$ cat config.mk
export PLATFORM = sky130hd
export DESIGN_NAME = ow_sensor_scheduler
export DESIGN_NICKNAME = d
export VERILOG_FILES = /design/src/rtl/ow_sensor_scheduler.sv
export SDC_FILE = /design/constraint.sdc
export NUM_CORES = 1
export LEC_CHECK = 0
export ABC_AREA = 1
export CORE_MARGIN = 4
export CORE_UTILIZATION = 35
export DETAILED_ROUTE_END_ITERATION = 10
export PLACE_DENSITY = 0.66
export SLEW_MARGIN = 20
export SYNTH_ARGS = -nofsm -noshare
export SYNTH_HDL_FRONTEND = slang
export SYNTH_SLANG_ARGS = --single-unit
$ cat constraint.sdc
create_clock -name clk -period 4.71 [get_ports clk]
set_input_delay 0.7065 -clock clk [delete_from_list [all_inputs] [get_ports clk]]
set_output_delay 0.7065 -clock clk [all_outputs]
set_load 0.01 [all_outputs]
$ cat src/rtl/ow_sensor_scheduler.sv
// ow_sensor_scheduler
//   Sequences one DS18B20 measurement cycle on top of a 1-Wire byte engine:
//   broadcast Skip ROM + Convert T, wait for the conversion, then for every
//   sensor Match ROM, Read Scratchpad and read 9 bytes. One temperature word
//   with an error flag is returned per sensor.
//
//   Build option: define CRC_CHECK_EN to include the Dallas CRC-8 check on the
//   scratchpad; without it temp_err only reflects a missing presence pulse.
//
// Ports
//   clk, rst_n        system clock, synchronous active-low reset
//   F1M               1 MHz tick enable for the conversion wait
//   start             begin a measurement cycle (ignored while busy)
//   rom_codes         64-bit ROM code per sensor, family byte in [7:0]
//   op_valid/op_code/op_byte   request to byte engine (0=RESET,1=WRITE,2=READ)
//   op_done/op_rx_byte/op_presence   completion from byte engine
//   busy, cycle_done, no_device      cycle status
//   temp_valid/temp_idx/temp_data/temp_err   per-sensor result
//
// State table
//   IDLE     | waiting for start
//   CV_RST   | bus reset before conversion
//   CV_SKIP  | write Skip ROM 0xCC
//   CV_CONV  | write Convert T 0x44
//   CV_WAIT  | count CONV_TICKS F1M ticks
//   RD_RST   | bus reset before addressing sensor idx
//   RD_MATCH | write Match ROM 0x55
//   RD_ROM   | write 8 ROM bytes of sensor idx
//   RD_CMD   | write Read Scratchpad 0xBE
//   RD_DATA  | read 9 scratchpad bytes
//   RESULT   | present result of sensor idx
//   DONE     | end of cycle pulse
module ow_sensor_scheduler #(
  parameter int N_SENSORS  = 2,
  parameter int IDX_W      = 1,
  parameter int CONV_TICKS = 750000
) (
  input  logic                   clk,
  input  logic                   rst_n,
  input  logic                   F1M,
  input  logic                   start,
  input  logic [64*N_SENSORS-1:0] rom_codes,
  output logic                   op_valid,
  output logic [1:0]             op_code,
  output logic [7:0]             op_byte,
  input  logic                   op_done,
  input  logic [7:0]             op_rx_byte,
  input  logic                   op_presence,
  output logic                   busy,
  output logic                   temp_valid,
  output logic [IDX_W-1:0]       temp_idx,
  output logic [15:0]            temp_data,
  output logic                   temp_err,
  output logic                   cycle_done,
  output logic                   no_device
);

  typedef enum logic [3:0] {
    S_IDLE, S_CV_RST, S_CV_SKIP, S_CV_CONV, S_CV_WAIT, S_RD_RST,
    S_RD_MATCH, S_RD_ROM, S_RD_CMD, S_RD_DATA, S_RESULT, S_DONE
  } state_t;

  localparam logic [1:0]       OP_RESET  = 2'd0;
  localparam logic [1:0]       OP_WRITE  = 2'd1;
  localparam logic [1:0]       OP_READ   = 2'd2;
  localparam logic [IDX_W-1:0] LAST_IDX  = IDX_W'(N_SENSORS - 1);
  localparam logic [19:0]      CONV_LAST = 20'(CONV_TICKS - 1);

  state_t           state_q, state_d;
  logic             op_valid_q;
  logic [19:0]      wait_cnt_q;
  logic [3:0]       byte_cnt_q;
  logic [IDX_W-1:0] idx_q;
  logic [7:0]       b0_q, b1_q;
  logic [IDX_W-1:0] temp_idx_q;
  logic [15:0]      temp_data_q;
  logic             temp_err_q;
  logic             no_device_q;

  logic             done_acc;
  logic             op_state;
  logic [7:0]       rom_byte;
  logic             crc_fail;

  // Completions only count while a request is outstanding.
  assign done_acc = op_valid_q & op_done;

  assign op_state = (state_q == S_CV_RST)   || (state_q == S_CV_SKIP) ||
                    (state_q == S_CV_CONV)  || (state_q == S_RD_RST)  ||
                    (state_q == S_RD_MATCH) || (state_q == S_RD_ROM)  ||
                    (state_q == S_RD_CMD)   || (state_q == S_RD_DATA);

  always_comb begin
    rom_byte = 8'hFF;
    for (int i = 0; i < N_SENSORS; i++) begin
      for (int b = 0; b < 8; b++) begin
        if (idx_q == IDX_W'(i) && byte_cnt_q == 4'(b)) begin
          rom_byte = rom_codes[64*i + 8*b +: 8];
        end
      end
    end
  end

`ifdef CRC_CHECK_EN
  logic [7:0] crc_q;
  logic [7:0] crc_next;

  // Dallas CRC-8, reflected polynomial 0x8C, data LSB first.
  function automatic logic [7:0] crc8_byte(input logic [7:0] crc_in,
                                           input logic [7:0] data);
    logic [7:0] c;
    c = crc_in;
    for (int i = 0; i < 8; i++) begin
      if (c[0] ^ data[i]) c = (c >> 1) ^ 8'h8C;
      else                c = c >> 1;
    end
    return c;
  endfunction

  assign crc_next = crc8_byte(crc_q, op_rx_byte);
  assign crc_fail = (crc_next != 8'h00);

  always_ff @(posedge clk) begin
    if (!rst_n) begin
      crc_q <= 8'h00;
    end else if (state_q != S_RD_DATA) begin
      crc_q <= 8'h00;
    end else if (done_acc) begin
      crc_q <= crc_next;
    end
  end
`else
  assign crc_fail = 1'b0;
`endif

  always_ff @(posedge clk) begin
    if (!rst_n) state_q <= S_IDLE;
    else        state_q <= state_d;
  end

  always_comb begin
    state_d = state_q;
    case (state_q)
      S_IDLE:     if (start) state_d = S_CV_RST;
      S_CV_RST:   if (done_acc) state_d = op_presence ? S_CV_SKIP : S_DONE;
      S_CV_SKIP:  if (done_acc) state_d = S_CV_CONV;
      S_CV_CONV:  if (done_acc) state_d = S_CV_WAIT;
      S_CV_WAIT:  if (F1M && wait_cnt_q == CONV_LAST) state_d = S_RD_RST;
      S_RD_RST:   if (done_acc) state_d = op_presence ? S_RD_MATCH : S_RESULT;
      S_RD_MATCH: if (done_acc) state_d = S_RD_ROM;
      S_RD_ROM:   if (done_acc && byte_cnt_q == 4'd7) state_d = S_RD_CMD;
      S_RD_CMD:   if (done_acc) state_d = S_RD_DATA;
      S_RD_DATA:  if (done_acc && byte_cnt_q == 4'd8) state_d = S_RESULT;
      S_RESULT:   state_d = (idx_q == LAST_IDX) ? S_DONE : S_RD_RST;
      S_DONE:     state_d = S_IDLE;
      default:    state_d = S_IDLE;
    endcase
  end

  always_comb begin
    op_code    = OP_RESET;
    op_byte    = 8'hFF;
    case (state_q)
      S_CV_SKIP:  begin op_code = OP_WRITE; op_byte = 8'hCC;    end
      S_CV_CONV:  begin op_code = OP_WRITE; op_byte = 8'h44;    end
      S_RD_MATCH: begin op_code = OP_WRITE; op_byte = 8'h55;    end
      S_RD_ROM:   begin op_code = OP_WRITE; op_byte = rom_byte; end
      S_RD_CMD:   begin op_code = OP_WRITE; op_byte = 8'hBE;    end
      S_RD_DATA:  op_code = OP_READ;
      default:    ;
    endcase
    busy       = (state_q != S_IDLE) && (state_q != S_DONE);
    temp_valid = (state_q == S_RESULT);
    cycle_done = (state_q == S_DONE);
  end

  always_ff @(posedge clk) begin
    if (!rst_n) begin
      op_valid_q  <= 1'b0;
      wait_cnt_q  <= '0;
      byte_cnt_q  <= '0;
      idx_q       <= '0;
      b0_q        <= '0;
      b1_q        <= '0;
      temp_idx_q  <= '0;
      temp_data_q <= '0;
      temp_err_q  <= 1'b0;
      no_device_q <= 1'b0;
    end else begin
      // Request drops the cycle after done; the next one rises a cycle later.
      if (done_acc)                     op_valid_q <= 1'b0;
      else if (!op_valid_q && op_state) op_valid_q <= 1'b1;

      if (state_q == S_IDLE && start)
        no_device_q <= 1'b0;
      else if (state_q == S_CV_RST && done_acc && !op_presence)
        no_device_q <= 1'b1;

      if (state_q != S_CV_WAIT) wait_cnt_q <= '0;
      else if (F1M)             wait_cnt_q <= wait_cnt_q + 20'd1;

      if (state_d != state_q) byte_cnt_q <= '0;
      else if (done_acc)      byte_cnt_q <= byte_cnt_q + 4'd1;

      if (state_q == S_IDLE || state_q == S_CV_WAIT)
        idx_q <= '0;
      else if (state_q == S_RESULT && idx_q != LAST_IDX)
        idx_q <= idx_q + IDX_W'(1);

      if (state_q == S_RD_DATA && done_acc) begin
        if (byte_cnt_q == 4'd0) b0_q <= op_rx_byte;
        if (byte_cnt_q == 4'd1) b1_q <= op_rx_byte;
      end

      if (state_q == S_RD_RST && done_acc && !op_presence) begin
        temp_idx_q  <= idx_q;
        temp_data_q <= 16'h0000;
        temp_err_q  <= 1'b1;
      end else if (state_q == S_RD_DATA && done_acc && byte_cnt_q == 4'd8) begin
        temp_idx_q  <= idx_q;
        temp_data_q <= {b1_q, b0_q};
        temp_err_q  <= crc_fail;
      end
    end
  end

  assign op_valid  = op_valid_q;
  assign temp_idx  = temp_idx_q;
  assign temp_data = temp_data_q;
  assign temp_err  = temp_err_q;
  assign no_device = no_device_q;

endmodule

# Word level (Yosys, flattened, before mapping)
# Index checks and enable logic that the tools add are counted.
# classes
eq_ne	23
bitwise_logic	3
muxes	36
addsub	3
n_reduce_logical	52
# ops
cell	count
$mux 8	16
$mux 4	13
$pmux 4 s11	1
$pmux 8 s5	1
$eq 4x3->1 const B	8
$logic_and 1x1->1	29
$add 20x1->20 const B	1
$eq 20x20->1 const B	1
$eq 4x4->1 const B	5
$eq 4x2->1 const B	4
$reduce_or 2->1	6
$eq 4x1->1 const B	2
$logic_not 4->1	2
$logic_or 1x1->1	8
$reduce_or 5->1	1
$add 4x1->4 const B	1
$mux 1	4
$ne 4x3->1 const B	1
$ne 4x4->1	1
$ne 4x4->1 const B	1
$pmux 2 s2	1
$reduce_and 2->1	2
$reduce_bool 4->1	1
$logic_not 1->1	2
4 further kinds	5
# word_totals
register_bits	65
wordCells	128
inputBits	142
out_inout_bits	33

# Depth between registers and ports, before layout
# Gate-level depths: netlist of run 1.
# logic_depth
word_depth	19
mapped_depth	23
depth_no_buf	23

# Worst setup path after synthesis of run 1
# OpenSTA, ideal clock, no wires.
# synth_path
path_type	flip-flop to output port
startpoint	register byte_cnt_q[0]
endpoint	output op_byte[4]
n_path_buf	0
setup_slack_ps	2106
t_arrival_ps	1898
path_stages_with_launch	19
required_time_ps	4003
cell_sequence	dfxtp_1 -> inv_1 -> ha_1 -> inv_1 -> nor2_4 -> inv_1 -> nor2_2 -> inv_1 -> or2_2 -> nand2_1 -> nand2_1 -> nand2_1 -> nand2_1 -> nand2_1 -> nand2_1 -> nand2_1 -> nand2_1 -> nand2_1 -> nand2_1
# synth_via
elab_chain_len	19
elab_cells_between_ends	41
classes_between	eq/ne (7); mux (17); reduce/logical (17)
# synth_lines
item	line	source
start, declared	72	logic [3:0] byte_cnt_q;
start signal, assigned	203	else if (done_acc) byte_cnt_q <= byte_cnt_q + 4'd1;
$logic_not 4->1	97	if (idx_q == IDX_W'(i) && byte_cnt_q == 4'(b)) begin
$logic_and 1x1->1	97	
$mux 8 (15 in a row)	97	
$mux 8 *	97	
$pmux 8 s5 *	163	case (state_q)
end, declared	45	output logic [7:0] op_byte,
# Every way passes the cells marked *; elsewhere a longest branch is shown, timed or not.

# Final worst setup path of run 1
# layout_path
startpoint	register idx_q
endpoint	output op_byte[6]
# layout_via
elab_chain_len	19
elab_cells_between_ends	34
classes_between	mux (17); bitwise (1); reduce/logical (16)
# layout_lines
item	line	source
start, declared	73	logic [IDX_W-1:0] idx_q;
start signal, assigned	208	idx_q <= idx_q + IDX_W'(1);
$not 1->1	97	
$logic_and 1x1->1	97	
$mux 8 (15 in a row)	97	
$mux 8 *	97	
$pmux 8 s5 *	163	
# Marked as above.

==> impl_metrics.env, run 1 <==
export IMPL_cts_root_buf="clkbuf_16"
export IMPL_final_layout_size_suffix_gt1_share_pct=5.015
export IMPL_synth_area_mm2=0.004732
export IMPL_final_cell_area_mm2=0.006869
export IMPL_dieHeight_um=124.3
export IMPL_ys_seq_area_share_pct=27.50
export IMPL_die_width_um=124.3
export IMPL_synth_distinct_cells=42
export IMPL_rsz0062_at_grt="false"
export IMPL_drv_slew=0
export IMPL_gp_congestion=0.8975
export IMPL_viasPerCell=4.659
export IMPL_cts_resized=0
export IMPL_hold_path_class="flip-flop to flip-flop"
export IMPL_relSlewSlack_pct=40.98
export IMPL_status="completed"
export IMPL_ctsHoldBuffers=0
export IMPL_clock_sinks=65
export IMPL_leakagePower_uw=0.002882
export IMPL_switchingPower_uw=378.8
export IMPL_nFillCells=1406
export IMPL_insertion_delay_ns=0.32
export IMPL_synth_top_family_by_area="simple AND/OR/NAND/NOR gates"
export IMPL_synthAdderAreaFrac_pct=1.322
export IMPL_cts_tree="built"
export IMPL_timing_fmax_ghz=0.2478
export IMPL_antenna_found_initial=1
export IMPL_final_hold_viol_count=0
export IMPL_swShare_pct=26.19
export IMPL_synth_edf_count=0
export IMPL_start_util_pct=35.73
export IMPL_period_needed_ns=4.035
export IMPL_drt_iter0_drc=362
export IMPL_p_seq_share_pct=38.5
export IMPL_rows=42
export IMPL_drtPass1Iterations=5
export IMPL_skew_ns=0.006951
export IMPL_synthMuxAreaShare_pct=0
export IMPL_cap_violations=0
export IMPL_die_area_mm2=0.01544
export IMPL_nets=1139
export IMPL_end_kind="primary output"
export IMPL_synth_compound_area_share_pct=15.60
export IMPL_grt_max_degree=21
export IMPL_setup_tns_ns=0
export IMPL_grt_pass1_vias=5350
export IMPL_intPower_uw=1067
export IMPL_grt_pass1_wl_um=26940
export IMPL_gr_total_overflow=0
export IMPL_placed_area_mm2=0.006585
export IMPL_yosys_warnings=0
export IMPL_syn_inst=825
export IMPL_async_flop_share_pct=0
export IMPL_setup_viol=0
export IMPL_wl_um=16310
export IMPL_clkTransAtPathRegs_ns=0.06
export IMPL_vias=5465
export IMPL_worstPathRequired_ns=4.00
export IMPL_portBuffers=174
export IMPL_postCtsSetupBuffers=0
export IMPL_dp_hpwl_um=12690
export IMPL_postSynthAreaPerCell_um2=5.736
export IMPL_critPathMaxFanout=16
export IMPL_cts_inserted_buffers=9
export IMPL_grtUsageTotal_pct=20.84
export IMPL_core_area_mm2=0.01324
export IMPL_synth_seq_cells=65
export IMPL_syn_to_final_growth_pct=45.16
export IMPL_detail_route_antenna_nets=0
export IMPL_power_density_mw_per_mm2=210.6
export IMPL_pwr_share_comb_pct=18.3
export IMPL_syn_nets=972
export IMPL_route_detailed_drc=0
export IMPL_io_pins=175
export IMPL_min_period_over_period_pct=85.67
export IMPL_tightest_slew_ns=0.8805
export IMPL_antenna_cells=0
export IMPL_critical_path_arrival_ns=3.33
export IMPL_cp_start_kind="flip-flop"
export IMPL_worstSetupPathType="flip-flop to primary output"
export IMPL_wl_per_cell_um=13.91
export IMPL_synth_ff_type="dfxtp_1"
export IMPL_irDropWorstVdd_uv=186.8
export IMPL_synthSimpleGateAreaFrac_pct=39.13
export IMPL_clock_power_share_pct=43.3
export IMPL_clockBufferDepth=2
export IMPL_synth_xor_area_share_pct=1.851
export IMPL_h_tree_depth=3
export IMPL_r2r_slack_ns=2.37
-- per-layer routing --
layer | vias up | wire [µm] | track usage (%)
met2 | 182 | 7368 | 34.61
li1 | 2904 | - | -
met3 | 8 | 1216 | 5.360
met4 | 2 | 99 | 4.384
met5 | - | 17 | 0
met1 | 2369 | 7610 | 27.35
-- flip-flops by register name, summed over array words and instances (netlist names) --
signal / flops
b0_q: 8
state_q: 4
no_device: 1
temp_err: 1
temp_idx: 1
idx_q: 1
byte_cnt_q: 4
temp_data: 16
b1_q: 8
op_valid: 1
wait_cnt_q: 20
-- worst max-delay path: stages, from the launching register on --
cell,delay [ns]
dfxtp_1,0.62
inv_2,0.28
nand3_1,0.39
inv_1,0.18
nand2_1,0.09
nand2_1,0.05
inv_1,0.06
nand2_1,0.06
nand2_1,0.06
nand2_1,0.04
nand2_1,0.07
nand3_2,0.07
nand3_1,0.08
nand2_1,0.05
nand2_1,0.05
nand2_1,0.05
nand2_1,0.05
nand2_1,0.06
nand2_1,0.05
nand2_1,0.06
nand2_1,0.06
nand2_1,0.05
clkdlybuf4s50_1,0.49
-- synthesized netlist by cell type, types with 2 or more instances --
library cell  instances  area share [%]
inv_2                 7            0.56
nor2_1              116             9.2
or2_2                 6            0.79
nand3_1              28             3.0
nor4_1                6            0.79
o21bai_1              2            0.32
nor3_1               16             1.7
o21ai_0              68             7.2
xor2_1                8             1.5
a221oi_1              3            0.56
or2_1                 3            0.40
buf_2                 6            0.63
nand2_1             235              19
inv_1               141              11
o211ai_1              2            0.32
dfxtp_1              65              27
nor3_2                3            0.63
nand4_1               7            0.93
a21oi_1              47             5.0
xnor2_1               2            0.37
nand3_2               4            0.85
clkbuf_1              9            0.71
nor2_2                4            0.53
nor2_4                5             1.2
o21ai_1               9            0.95
ha_1                  5             1.3
buf_6                 3            0.71
-- path summary, 6_finish.rpt --
| kind | endpoint | from | depth (start not counted) |
|---|---|---|---|
| worst min register to register | temp_data[13] | b1_q[5] | 2 |
| worst min-delay path | temp_data[13] | b1_q[5] | 2 |
| worst max-delay path | op_byte[6] | idx_q | 22 |
| worst max register to register | byte_cnt_q[1] | byte_cnt_q[0] | 9 |
-- power by group through the flow --
stage / combinational [µW] / sequential [µW] / clock, µW
finish: 264 / 556 / 626
global placement: 264 / 568 / 0
global route: 294 / 556 / 667
CTS: 266 / 556 / 643
floorplan: 102 / 568 / 0
detailed placement: 263 / 568 / 0
-- metrics by stage --
stage | power [µW] | utilization [%] | setup WS [ns] | hold slack, ns | cells
2_1_floorplan | 669.8 | - | 2.106 | 0.4360 | 825
3_3_place_gp | 831.9 | 49.73 | 0.9896 | 0.4465 | 1157
3_5_place_dp | 831.1 | 49.73 | 0.9887 | 0.4526 | 1157
4_1_cts | 1465 | 51.87 | 0.6295 | 0.4600 | 1173
5_1_grt | 1518 | 51.87 | 0.3848 | 0.4921 | 1173
6_report | 1446 | 51.87 | 0.6747 | 0.4500 | 1173
-- cells in the final DEF, fill, tap and decap left out, types with 8 or more instances in the layout --
cell type	n
a21oi_1	47
clkbuf_16	9
clkdlybuf4s50_1	174
dfxtp_1	65
inv_1	141
nand2_1	235
nand3_1	28
nor2_1	116
nor3_1	16
o21ai_0	68
o21ai_1	9
xor2_1	8
-- final cells by class --
type                    instances  area [µm²]  area share [%]
multi-input cells             590        2740           39.89
repair buffers                177        1764           25.68
flip-flops and latches         65        1301           18.94
inverters                     149       559.3           8.142
clock buffers                   9       225.2           3.279
well taps                     176       220.2           3.206
clock inverters                 7       58.81          0.8561
-- logic make-up after synthesis --
family / count (synthesis)
AOI/OAI and AO/OA: 139
xor gates and xnor gates: 10
adders and majority gates: 5
buffers and inverters: 170
DFF: 65
and+or+nand+nor: 436
(Power assumes the default switching activity.)
==> inputs of run 2 (changes only) <==
CORE_UTILIZATION = 41   (was 35)
PLACE_DENSITY = 0.82   (was 0.66)
clock period = 3.7 ns   (was 4.71 ns; I/O delays follow)
==> impl_metrics.env, run 2 (synthesis gave the netlist of run 1 again) <==
export IMPL_status="completed"
export IMPL_grt_pass1_vias=5268
export IMPL_skew_ns=0.004495
export IMPL_hold_end="temp_data[2]"
export IMPL_grtUsageTotal_pct=22.98
export IMPL_start_util_pct=42.72
export IMPL_final_util_pct=63.07
export IMPL_r2r_slack_ns=1.38
export IMPL_clkTransAtPathRegs_ns=0.05
export IMPL_slowest_delay_ns=0.48
export IMPL_regMostFlops="wait_cnt_q"
export IMPL_route_detailed_drc=0
export IMPL_nets=1147
export IMPL_fin_cells=1145
export IMPL_multi_input_area_mm2=0.002845
export IMPL_detail_route_antenna_nets=0
export IMPL_irDropWorstVdd_uv=356.4
export IMPL_crit_slowest_cell="clkdlybuf4s50_1"
export IMPL_clock_power_share_pct=42.3
export IMPL_antenna_cells=0
export IMPL_dp_hpwl_um=12260
export IMPL_worstSetupPathType="flip-flop to primary output"
export IMPL_swShare_pct=24.21
export IMPL_worstPathRequired_ns=3.14
export IMPL_final_hold_viol_count=0
export IMPL_drv_slew=0
export IMPL_post_place_ws_ns=0.3127
export IMPL_r2r_end="temp_data[8]"
export IMPL_grt_max_degree=21
export IMPL_setup_viol=0
export IMPL_grt_pass1_wl_um=24710
export IMPL_dieHeight_um=115.4
export IMPL_critical_path_arrival_ns=2.93
export IMPL_clockBufferDepth=2
export IMPL_hp_start="b0_q[2]"
export IMPL_final_cell_mix="nand2_1, clkdlybuf4s50_1, inv_1"
export IMPL_cap_violations=0
export IMPL_io_pins=175
export IMPL_crit_top_cell="nand2_1"
export IMPL_gp_congestion=0.9674
export IMPL_hold_path_class="flip-flop to flip-flop"
export IMPL_pwr_share_comb_pct=19.0
export IMPL_ctsHoldBuffers=0
export IMPL_cts_inserted_buffers=9
export IMPL_h_tree_depth=3
export IMPL_drt_iter0_drc=432
export IMPL_end_kind="primary output"
export IMPL_core_area_mm2=0.01108
export IMPL_cp_start_kind="flip-flop"
export IMPL_place_inst=1127
export IMPL_cts_root_buf="clkbuf_16"
export IMPL_switchingPower_uw=443.5
export IMPL_rows=38
export IMPL_p_seq_share_pct=38.8
export IMPL_wl_per_cell_um=13.87
export IMPL_tightest_slew_ns=0.5714
export IMPL_setup_slack_ns=0.2128
export IMPL_nFillCells=1029
export IMPL_wl_um=15880
export IMPL_worstRegToRegCells=8
export IMPL_leakagePower_uw=0.002940
export IMPL_final_layout_size_suffix_gt1_share_pct=6.965
export IMPL_critPathMaxFanout=8
export IMPL_cts_tree="built"
export IMPL_die_width_um=115.4
export IMPL_timing_fmax_ghz=0.2868
export IMPL_clock_sinks=65
export IMPL_intPower_uw=1388
export IMPL_relSlewSlack_pct=61.61
export IMPL_portBuffers=174
export IMPL_gr_total_overflow=0
export IMPL_period_needed_ns=3.487
export IMPL_insertion_delay_ns=0.33
export IMPL_p_total_uw=1832
export IMPL_ff_latch_area_mm2=0.001305
export IMPL_die_area_mm2=0.01332
export IMPL_hold_depth=2
export IMPL_syn_to_final_growth_pct=47.65
export IMPL_r2r_start="byte_cnt_q[0]"
export IMPL_cp_cell_sequence="nor2_4, nand2_2, nor2_4, nand2_1, nand2_1, nand2_1, nand2_1, nand2_1, nand2_1, nand2_1, nand2_1, nand2_1, nand2_1, nand2_1, nand2_1, nand2_1, nand2_1, nand2_1, nand2_1, nand2_1, nand2_1, nand2_1, clkdlybuf4s50_1"
export IMPL_vias=5658
export IMPL_setup_tns_ns=0
export IMPL_min_period_over_period_pct=94.25
export IMPL_largest_register_ffs=20
export IMPL_antenna_found_initial=0
export IMPL_drtPass1Iterations=5
export IMPL_viasPerCell=4.941
export IMPL_power_density_mw_per_mm2=262.2
export IMPL_layout_commonest_cell="nand2_1"
-- run 2: critical path: cells and delay by family, from the launching register on --
kind | cells | cell delay, ns
and+or+nand+nor | 22 | 1.75
buffers and inverters | 1 | 0.48
DFF | 1 | 0.38
-- run 2: repair_timing --
item | in CTS | in global routing
buffers inserted | 0 | 2
pin swaps | 0 | 1
gates cloned | 0 | 0
endpoints found under the setup margin | 5 | 8
resized for setup | 1 | 26
-- run 2: per-layer routing --
layer / vias to the layer above / part of all wire [%] / track usage (%) / wire, µm
met5: - / 0 / 0 / 0
met4: 0 / 2.1 / 6.651 / 335
met3: 28 / 10 / 6.527 / 1631
met2: 240 / 45 / 38.77 / 7113
met1: 2470 / 43 / 28.65 / 6804
li1: 2920 / - / - / -
-- run 2: worst max-delay path by stage --
stage,start,to,slack (ns),depth (start not counted)
floorplan,byte_cnt_q[0],op_byte[4],1.25,18
global placement,byte_cnt_q[0],op_byte[5],0.33,22
detailed placement,byte_cnt_q[0],op_byte[6],0.31,23
CTS,byte_cnt_q[1],op_byte[2],0.02,19
global route,byte_cnt_q[3],op_byte[1],-0.07,23
finish,byte_cnt_q[3],op_byte[1],0.21,23
-- run 2: power by group through the flow --
stage / clock [µW] / combinational, µW / sequential [µW]
finish: 775 / 347 / 710
global route: 824 / 380 / 710
CTS: 791 / 336 / 709
detailed placement: 0 / 332 / 723
global placement: 0 / 332 / 723
floorplan: 0 / 130 / 723
-- run 2: area by class of cell --
class | instances | share of cell area [%]
multi-input combinational | 590 | 40.72
tap | 140 | 2.507
clock inverter | 3 | 0.2149
clock buffer | 13 | 3.725
inverter | 149 | 8.041
timing repair buffer | 185 | 26.11
sequential | 65 | 18.68
-- run 2: metrics by stage --
step | hold WS [ns] | area (µm²)
final | 0.4588 | 6987
after global routing | 0.4767 | 6987
after CTS | 0.4576 | 6865
after detailed placement | 0.4508 | 6585
after global placement | 0.4449 | 6585
after floorplan | 0.4360 | 4732
==> inputs of run 3 (changes only) <==
CORE_UTILIZATION = 42   (was 41)
CTS_BUF_LIST = sky130_fd_sc_hd__clkbuf_2   (was default)
PLACE_DENSITY = 0.83   (was 0.82)
==> impl_metrics.env, run 3 (synthesis gave the netlist of run 1 again) <==
export IMPL_gp_congestion=0.9468
export IMPL_final_hold_viol_count=0
export IMPL_cp_start_kind="flip-flop"
export IMPL_layout_commonest_cell="nand2_1"
export IMPL_tightest_slew_ns=0.6162
export IMPL_intPower_uw=1050
export IMPL_die_width_um=114.1
export IMPL_min_period_over_period_pct=94.45
export IMPL_detail_route_antenna_nets=0
export IMPL_largest_register_ffs=20
export IMPL_drtPass1Iterations=5
export IMPL_period_needed_ns=3.495
export IMPL_skew_ns=0.02460
export IMPL_worstSetupPathType="flip-flop to primary output"
export IMPL_pwr_share_comb_pct=23.8
export IMPL_grt_max_degree=21
export IMPL_swShare_pct=28.19
export IMPL_critPathMaxFanout=5
export IMPL_post_place_ws_ns=0.4108
export IMPL_worst_hold_slack_ns=0.4673
export IMPL_p_seq_share_pct=48.4
export IMPL_leakagePower_uw=0.002872
export IMPL_cts_root_buf="clkbuf_2"
export IMPL_start_util_pct=43.27
export IMPL_core_area_mm2=0.01094
export IMPL_crit_start="byte_cnt_q[0]"
export IMPL_status="completed"
export IMPL_end_kind="primary output"
export IMPL_gr_total_overflow=0
export IMPL_ctsHoldBuffers=0
export IMPL_timing_fmax_ghz=0.2861
export IMPL_insertion_delay_ns=0.47
export IMPL_setup_tns_ns=0
export IMPL_switchingPower_uw=412.4
export IMPL_irDropWorstVdd_uv=193.9
export IMPL_drt_iter0_drc=454
export IMPL_portBuffers=174
export IMPL_hold_path_class="flip-flop to flip-flop"
export IMPL_final_layout_size_suffix_gt1_share_pct=7.631
export IMPL_clock_power_share_pct=27.7
export IMPL_critical_path_arrival_ns=2.94
export IMPL_rows=38
export IMPL_nets=1151
export IMPL_placed_area_mm2=0.006593
export IMPL_antenna_found_initial=0
export IMPL_cts_inserted_buffers=9
export IMPL_power_density_mw_per_mm2=212.5
export IMPL_antenna_cells=0
export IMPL_setup_slack_ns=0.2052
export IMPL_grtUsageTotal_pct=22.90
export IMPL_viasPerCell=5.001
export IMPL_final_cell_area_mm2=0.006883
export IMPL_wl_um=15850
export IMPL_cap_violations=0
export IMPL_clock_sinks=65
export IMPL_cts_tree="built"
export IMPL_relSlewSlack_pct=58.77
export IMPL_vias=5746
export IMPL_regMostFlops="wait_cnt_q"
export IMPL_hp_start="b1_q[2]"
export IMPL_worstPathRequired_ns=3.14
export IMPL_clockBufferDepth=2
export IMPL_r2r_start="byte_cnt_q[0]"
export IMPL_grt_pass1_wl_um=24530
export IMPL_grt_pass1_vias=5349
export IMPL_h_tree_depth=3
export IMPL_route_detailed_drc=0
export IMPL_dp_hpwl_um=12240
export IMPL_die_area_mm2=0.01303
export IMPL_io_pins=175
export IMPL_clkTransAtPathRegs_ns=0.19
export IMPL_dieHeight_um=114.1
export IMPL_drv_slew=0
export IMPL_final_cell_mix="nand2_1, clkdlybuf4s50_1, inv_1"
export IMPL_wl_per_cell_um=13.79
export IMPL_syn_to_final_growth_pct=45.45
export IMPL_setup_viol=0
==> run 3: changes by cell type in the layout (fill, tap and decap cells not counted), sizes merged, moves of 3 or more <==
cell,before,now
dlymetal6s2s,0,6
clkbuf,13,9
clkinvlp,0,3
buf,11,15
clkdlybuf4s50,174,168
==> run 3: timing repair <==
item                                    in CTS  in global routing
setup buffers                                2                  3
pin swaps                                    1                  4
endpoints found under the setup margin       8                  8
gates resized for setup                      8                 35
==> run 3: per-layer routing <==
| metal | GRT usage [%] | vias to the layer above | wire length [µm] |
|---|---|---|---|
| li1 | - | 2922 | - |
| met1 | 28.44 | 2558 | 6765 |
| met4 | 6.809 | 0 | 379 |
| met2 | 38.72 | 229 | 7284 |
| met5 | 0 | - | 0 |
| met3 | 6.290 | 37 | 1416 |
==> run 3: final cells by class <==
class	count	area, µm²
clock buffers	9	45.04
clock inverters	7	61.31
fillers	1055	4053
inverters	149	565.5
multi-input cells	590	2853
flip-flops and latches	65	1314
well taps	140	175.2
repair buffers	189	1869
==> run 3: stage by stage <==
step / util [%] / cells / total power, µW
after floorplan: - / 825 / 852.6
after global placement: 60.29 / 1128 / 1055
after detailed placement: 60.29 / 1128 / 1056
after CTS: 61.64 / 1146 / 1459
after global routing: 62.94 / 1149 / 1535
final: 62.94 / 1149 / 1463
==> run 3: worst max-delay path: stages (launching register included) <==
cell and delay, ns:
dfxtp_4 0.41, inv_2 0.10, ha_4 0.17, inv_2 0.06
nor2_4 0.12, nand2_1 0.11, o211ai_1 0.21, nand3_1 0.11
nand3_1 0.10, nand2_1 0.06, nand2_1 0.06, nand2_1 0.05
nand3_1 0.07, nand2_1 0.05, nand2_1 0.05, nand2_1 0.05
nand2_1 0.05, nand2_1 0.05, nand2_1 0.05, nand2_1 0.04
clkdlybuf4s50_1 0.47
==> run 3: worst paths after layout <==
| check | depth (start not counted) | slack (ns) | end |
|---|---|---|---|
| max | 20 | 0.21 | op_byte[2] |
| min | 2 | 0.47 | temp_data[10] |
| max reg2reg | 9 | 1.45 | byte_cnt_q[1] |
| min reg2reg | 2 | 0.47 | temp_data[10] |
==> run 3: power by group through the flow <==
stage	sequential (µW)	combinational [µW]	clock [µW]
global route	710	382	443
CTS	710	339	411
global placement	723	332	0
finish	709	349	405
floorplan	723	130	0
detailed placement	724	332	0
